### src/rtl/mem_system.sv
// mem_system: word-addressed RAM, an output FIFO and a free-running cycle
// counter behind a single processor-style load/store port.
//
// Address map (adr[1:0] ignored):
//   adr[31:28] == 0  RAM word adr[log2(RAM_WORDS)+1:2]; upper bits alias
//   0xFFFF0000       FIFO data: write pushes, read returns 0
//   0xFFFF0004       STATUS: [0] empty, [1] full, [2] overflow (sticky),
//                    [12:8] occupancy; any write clears overflow
//   0xFFFF0008       CYCLE counter: +1 every edge, a write loads it
//   anything else    reads 0, writes ignored
//
// Ports:
//   clk        single clock, rising edge
//   reset      asynchronous active-high reset (RAM contents are kept)
//   adr        byte address
//   writedata  store data
//   memwrite   write strobe, acts on the rising edge
//   readdata   combinational read data for adr
//   out_data   FIFO head word (0 when empty)
//   out_valid  FIFO non-empty
//   out_ready  consumer accepts head; pop on out_valid && out_ready
module mem_system #(
  parameter int RAM_WORDS  = 64,
  parameter int FIFO_DEPTH = 4
) (
  input  logic        clk,
  input  logic        reset,
  input  logic [31:0] adr,
  input  logic [31:0] writedata,
  input  logic        memwrite,
  output logic [31:0] readdata,
  output logic [31:0] out_data,
  output logic        out_valid,
  input  logic        out_ready
);

  localparam int AW = $clog2(RAM_WORDS);
  localparam int PW = $clog2(FIFO_DEPTH);
  localparam int CW = PW + 1;

  // Word addresses (byte address >> 2) of the memory-mapped registers.
  localparam logic [29:0] FIFO_WADR   = 30'h3FFF_C000;
  localparam logic [29:0] STATUS_WADR = 30'h3FFF_C001;
  localparam logic [29:0] CYCLE_WADR  = 30'h3FFF_C002;
  localparam logic [CW-1:0] DEPTH_C   = CW'(FIFO_DEPTH);

  logic [31:0]   ram_r [RAM_WORDS];
  logic [31:0]   fifo_r [FIFO_DEPTH];
  logic [CW-1:0] count_r;
  logic [PW-1:0] wr_ptr_r;
  logic [PW-1:0] rd_ptr_r;
  logic          overflow_r;
  logic [31:0]   cycle_r;

  logic          ram_sel_s;
  logic          fifo_sel_s;
  logic          status_sel_s;
  logic          cycle_sel_s;
  logic [AW-1:0] ram_idx_s;
  logic          empty_s;
  logic          full_s;
  logic          pop_s;
  logic          push_req_s;
  logic          push_s;
  logic          drop_s;
  logic [31:0]   status_s;
  logic          unused_s;

  assign ram_sel_s    = (adr[31:28] == 4'h0);
  assign fifo_sel_s   = (adr[31:2] == FIFO_WADR);
  assign status_sel_s = (adr[31:2] == STATUS_WADR);
  assign cycle_sel_s  = (adr[31:2] == CYCLE_WADR);
  assign ram_idx_s    = adr[AW+1:2];
  assign unused_s     = ^adr[1:0];

  assign empty_s    = (count_r == {CW{1'b0}});
  assign full_s     = (count_r == DEPTH_C);
  assign out_valid  = ~empty_s;
  assign pop_s      = out_valid & out_ready;
  assign push_req_s = memwrite & fifo_sel_s;
  // A full FIFO still accepts a push when the head leaves on the same edge.
  assign push_s     = push_req_s & (~full_s | pop_s);
  assign drop_s     = push_req_s & full_s & ~pop_s;

  assign status_s = {19'h0, 5'(count_r), 5'h0, overflow_r, full_s, empty_s};

  // RAM storage: no reset so contents survive it; writes blocked during reset.
  always_ff @(posedge clk) begin
    if (!reset && memwrite && ram_sel_s) begin
      ram_r[ram_idx_s] <= writedata;
    end
  end

  // FIFO storage: stale entries are harmless because pointers/count reset.
  always_ff @(posedge clk) begin
    if (!reset && push_s) begin
      fifo_r[wr_ptr_r] <= writedata;
    end
  end

  // FIFO control, overflow flag and cycle counter.
  always_ff @(posedge clk or posedge reset) begin
    if (reset) begin
      count_r    <= {CW{1'b0}};
      wr_ptr_r   <= {PW{1'b0}};
      rd_ptr_r   <= {PW{1'b0}};
      overflow_r <= 1'b0;
      cycle_r    <= 32'h0;
    end else begin
      if (push_s) begin
        wr_ptr_r <= wr_ptr_r + {{(PW-1){1'b0}}, 1'b1};
      end
      if (pop_s) begin
        rd_ptr_r <= rd_ptr_r + {{(PW-1){1'b0}}, 1'b1};
      end
      case ({push_s, pop_s})
        2'b10:   count_r <= count_r + {{(CW-1){1'b0}}, 1'b1};
        2'b01:   count_r <= count_r - {{(CW-1){1'b0}}, 1'b1};
        default: count_r <= count_r;
      endcase
      if (drop_s) begin
        overflow_r <= 1'b1;
      end else if (memwrite && status_sel_s) begin
        overflow_r <= 1'b0;
      end else begin
        overflow_r <= overflow_r;
      end
      if (memwrite && cycle_sel_s) begin
        cycle_r <= writedata;
      end else begin
        cycle_r <= cycle_r + 32'h1;
      end
    end
  end

  // Read-data mux: pure function of adr and current state.
  always_comb begin
    readdata = 32'h0;
    if (ram_sel_s) begin
      readdata = ram_r[ram_idx_s];
    end else if (status_sel_s) begin
      readdata = status_s;
    end else if (cycle_sel_s) begin
      readdata = cycle_r;
    end else begin
      readdata = 32'h0;
    end
  end

  // Head word, forced to 0 while the FIFO is empty.
  always_comb begin
    out_data = 32'h0;
    if (empty_s) begin
      out_data = 32'h0;
    end else begin
      out_data = fifo_r[rd_ptr_r];
    end
  end

endmodule

### config.mk
export PLATFORM = sky130hd
export DESIGN_NAME = mem_system
export DESIGN_NICKNAME = d
export VERILOG_FILES = /design/src/rtl/mem_system.sv
export SDC_FILE = /design/constraint.sdc
export NUM_CORES = 2
export LEC_CHECK = 0
export CORE_MARGIN = 2
export CORE_UTILIZATION = 45
export CTS_CLUSTER_SIZE = 8
export DETAILED_ROUTE_END_ITERATION = 10
export PLACE_DENSITY = 0.63
export SLEW_MARGIN = 5
export SYNTH_ARGS = -nofsm -noshare
export SYNTH_HDL_FRONTEND = slang
export SYNTH_SLANG_ARGS = --single-unit
### constraint.sdc
create_clock -name clk -period 3.9 [get_ports clk]
set_input_delay 0.78 -clock clk [delete_from_list [all_inputs] [get_ports clk]]
set_output_delay 0.78 -clock clk [all_outputs]
set_load 0.02 [all_outputs]
==> flow_summary_export.csv <==
group,metric,value,unit
clock_tree,worst_setup_hold_path_clk_slew,0.05,ns
placement,placedCellCount,7747,
worst_setup_path,startpoint,"adr[3]",
route,antenna_violating_nets_post_route,0,
placement,routabilityCongestion,0.917,
clock_tree,cts_max_path_buffers,4,
yosys,syn_nets,4766,
layout,nNetsFinal,5714,
worst_setup_path,worst-setup-path-type,"input pin to primary output",
worst_setup_path,reg2reg_to,"cycle_r[31]",
route,count_of_vias_placed_by_the_detailed_router,51800,
power_and_ir_drop,switching_part_of_the_total,21.9,%
yosys,synth.distinct_cells,70,
placement,dpl-instance-area,96200,um2
layout,fillCellCount,13900,
sta,timing.final.max_slew_violations,0,
min_path,timing.hold.worst_endpoint,"ram_r[7][5]",
global_routing,grt_pass1_vias,51300,
sta,timing.clock.skew,0.0317,ns
yosys,synth-seq-cells,2216,
route,drt_iter0_markers,6858,
sta,fmaxAchievable,253,MHz
worst_setup_path,cpLargestDelayFamily,"buffers and inverters",
clock_tree,cts_tree,"built",
die,fp.dieH,439,um
min_path,hp-class,"input pin to flop",
yosys,yosys.cell_count.top_type,"sky130_fd_sc_hd__edfxtp_1",
yosys,synthesis.area,85000,um2
worst_setup_path,critical_path.endpoint_type,"primary output",
worst_setup_path,cp_peak_stage_delay,0.35,ns
global_routing,grtUsageTotal,26.5,%
route,post-route-drc-count,20,
worst_setup_path,cp.required,3.12,ns
placement,place.port_buffers,130,
global_routing,grt_first_pass_wirelength,367,mm
min_path,min_path_cells,1,
power_and_ir_drop,seq_power_share,47.0,%
die,chipWidth,439,um
yosys,synth_top_area_share,76.8,%
worst_setup_path,critical_path.reg2reg.startpoint,"cycle_r[3]",
worst_setup_path,arrival,3.17,ns
yosys,synth.yosys.seq_area_share,78.0,%
sta,worst-slew-pin-transition,1.32,ns
sta,final-hold-violation-count,0,
clock_tree,worstSkewPairLatency,0.93,ns
global_routing,grt_max_degree,70,
worst_setup_path,critPathMostFrequentCell,"sky130_fd_sc_hd__buf_4",
outcome,status,"finished with violations",
die,num_io_pins,133,
clock_tree,clockRootBuffer,"sky130_fd_sc_hd__clkbuf_16",
outcome,violated_checks,"DRC, setup timing",
sta,max_slew_margin,11.8,%
yosys,synth-edff-count,2176,
power_and_ir_drop,combinationalPowerShare,9.2,%
route,wl_per_cell,31.6,um
power_and_ir_drop,power_dens_cells,519,nW/um2
clock_tree,cts_hold_buffers,0,
yosys,synth.yosys.warnings,0,
sta,minimum_clock_period,3.95,ns
worst_setup_path,crit_buf_inv,7,
yosys,dominantRegCellSynth,"sky130_fd_sc_hd__edfxtp_1",
die,num_rows,159,
global_routing,initial_antenna_violation_count,9,
route,drt_first_pass_iters,11,
min_path,min_from,"writedata[5]",
power_and_ir_drop,clock_power_share,43.8,%
yosys,synth-async-reset-ratio,1.81,%
layout,finish.cell_count_without_fillers,8207,
yosys,synth_top_cells_by_area,"sky130_fd_sc_hd__edfxtp_1 (77%), sky130_fd_sc_hd__mux2i_1 (5.2%), sky130_fd_sc_hd__a221o_1 (4.6%)",
route,detail_route.vias_per_cell,6.31,
sta,period_share,101,%
global_routing,total_global_routing_overflow,0,
worst_setup_path,critical_path.cell_chain,"buf_8 > buf_6 > nand2b_4 > buf_12 > buf_4 > buf_4 > o22ai_1 > a21oi_1 > buf_4 > o22ai_4 > nor4_4 > o21ai_2 > buf_6",
yosys,synth_top_cell_by_area,"sky130_fd_sc_hd__edfxtp_1",
sta,finalSetupViolations,5,
die,core_area,188000,um2
sta,rsz_0062_raised_after_global_routing,"true",
power_and_ir_drop,power.internal,43700,uW
route,wirelength,259,mm
yosys,avgSynthCellArea,18.1,um2
yosys,postSynthCellCount,4692,
worst_setup_path,critical_path_peak_fanout,6,
sta,fin_setup_tns,-0.174,ns
placement,pre_cts_slack,-1.54,ns
worst_setup_path,r2r_slack,1.59,ns
placement,hpwl_after_detailed_placement,156,mm
power_and_ir_drop,total_switching_power,12200,uW
die,floorplan.initialDensity,45.3,%
layout,syn2layout_area_growth,26.7,%
worst_setup_path,cp-start-kind,"input pin",
yosys,synth_commonest_cells,"sky130_fd_sc_hd__edfxtp_1 (2176), sky130_fd_sc_hd__mux2i_1 (446), sky130_fd_sc_hd__a221o_1 (394), sky130_fd_sc_hd__o22ai_1 (318), sky130_fd_sc_hd__a21oi_1 (246)",
power_and_ir_drop,max-vdd-ir-drop,0.000502,V
run,drv.max_cap_violation_count,0,
clock_tree,h-tree-depth,5,
sta,layout_setup_ws,-0.0512,ns
power_and_ir_drop,power.static_leakage,0.0366,uW
worst_setup_path,slowest_stage_cell_crit_path,"sky130_fd_sc_hd__o22ai_4",
die,design.die.area,192000,um2
clock_tree,numCtsBuffers,327,
layout,fin_area,108000,um2
worst_setup_path,worst-r2r-cell-count,6,
worst_setup_path,crit_cells,13,
clock_tree,tritoncts_num_sinks,2216,
layout,drive_gt1_share,28.9,%
[metrics by stage]
stage / hold WS [ns] / power, uW / utilization [%]
finish: 0.359 / 55900 / 57.4
global route: 0.349 / 57400 / 57.4
CTS: 0.316 / 56000 / 56.9
detailed placement: 0.475 / 31400 / 51.2
global placement: 0.461 / 31400 / 51.2
floorplan: 0.467 / 29000 / -
[power by group through the flow]
| stage | logic (uW) | clock network (uW) | registers [uW] |
|---|---|---|---|
| finish | 5130 | 24500 | 26300 |
| detailed placement | 4650 | 0 | 26800 |
| global placement | 4600 | 0 | 26800 |
| floorplan | 2250 | 0 | 26700 |
| global route | 5390 | 25700 | 26300 |
| CTS | 5010 | 24700 | 26300 |
[final cells by class]
cell class              instances  area [um2]  share of cell area (%)
clock buffers                 390        8590                    7.97
flip-flops and latches       2216       66300                    61.6
repair inverters                1        20.0                  0.0186
multi-input cells            2124       19500                    18.1
clock inverters                 7        55.1                  0.0511
inverters                      10        63.8                  0.0592
repair buffers                960       10100                    9.33
diodes                          4        10.0                 0.00929
well taps                    2495        3120                    2.90
[state kept, by name (all words and copies together) (netlist names)]
signal / count
fifo_r: 128
rd_ptr_r: 2
cycle_r: 32
ram_r: 2048
overflow_r: 1
wr_ptr_r: 2
count_r: 3
[worst register-to-register path: stages, from the launching register on]
cell and delay (ns):
sky130_fd_sc_hd__dfrtp_1 0.47, sky130_fd_sc_hd__and3_1 0.25, sky130_fd_sc_hd__and4_1 0.55, sky130_fd_sc_hd__nand3_1 0.28, sky130_fd_sc_hd__nor2_1 0.39, sky130_fd_sc_hd__xnor2_1 0.16, sky130_fd_sc_hd__a21oi_1 0.09
[timing repair]
action	in CTS	in global routing
pin swaps	44	49
setup endpoints to repair	53	33
buffers inserted	44	10
gates cloned	14	3
gates resized for setup	394	165
[cells by family (layout without fill, tap and decap cells)]
logic type | Yosys count | count (layout) | synth area share, %
flops | 2216 | 2216 | 78.0
compound gates | 1179 | 1179 | 10.4
mux | 537 | 537 | 7.32
simple gates | 369 | 369 | 2.13
buf+inv | 352 | 1368 | 1.67
xor+xnor | 33 | 33 | 0.340
fa+ha+maj | 6 | 6 | 0.0971
other cells | 0 | 4 | 0
[worst max-delay path by stage]
stage	endpoint
3_3_place_gp	readdata[12]
3_5_place_dp	readdata[12]
2_1_floorplan	ram_r[11][0]
4_1_cts	readdata[24]
6_report	readdata[12]
5_1_grt	readdata[13]
[layer usage]
| metal | wire length [um] | vias to the layer above | global-route usage, % |
|---|---|---|---|
| li1 | - | 21500 | - |
| met1 | 101000 | 26700 | 36.2 |
| met2 | 121000 | 3054 | 41.7 |
| met3 | 26000 | 559 | 5.26 |
| met4 | 11600 | 4 | 10.8 |
| met5 | 27 | - | 0 |
[cells in the final DEF (no fill, tap or decap), types with 9 or more instances in the layout]
cell / n
sky130_fd_sc_hd__buf_16: 18
sky130_fd_sc_hd__buf_2: 48
sky130_fd_sc_hd__xor2_1: 16
sky130_fd_sc_hd__a221o_1: 394
sky130_fd_sc_hd__o22ai_4: 24
sky130_fd_sc_hd__mux2i_2: 12
sky130_fd_sc_hd__nand4_1: 9
sky130_fd_sc_hd__xnor2_1: 17
sky130_fd_sc_hd__a21oi_2: 59
sky130_fd_sc_hd__mux4_2: 65
sky130_fd_sc_hd__nor2_4: 66
sky130_fd_sc_hd__edfxtp_1: 2176
sky130_fd_sc_hd__nor4_4: 13
sky130_fd_sc_hd__clkbuf_1: 55
sky130_fd_sc_hd__nor3_1: 10
sky130_fd_sc_hd__clkbuf_16: 338
sky130_fd_sc_hd__and3_1: 11
sky130_fd_sc_hd__buf_6: 42
sky130_fd_sc_hd__nor4_2: 9
sky130_fd_sc_hd__and2_1: 38
sky130_fd_sc_hd__buf_12: 164
sky130_fd_sc_hd__nor2_1: 71
sky130_fd_sc_hd__a21oi_1: 185
sky130_fd_sc_hd__mux2i_1: 432
sky130_fd_sc_hd__nand2_1: 55
sky130_fd_sc_hd__a221oi_2: 17
sky130_fd_sc_hd__a22oi_1: 24
sky130_fd_sc_hd__o22ai_1: 253
sky130_fd_sc_hd__a221oi_1: 68
sky130_fd_sc_hd__buf_4: 612
sky130_fd_sc_hd__mux2_2: 25
sky130_fd_sc_hd__clkdlybuf4s50_1: 47
sky130_fd_sc_hd__o22ai_2: 41
sky130_fd_sc_hd__o21ai_0: 26
sky130_fd_sc_hd__dlymetal6s2s_1: 10
sky130_fd_sc_hd__nand3_1: 28
sky130_fd_sc_hd__dfrtp_1: 39
No activity file was read; power rests on OpenSTA's default activity.
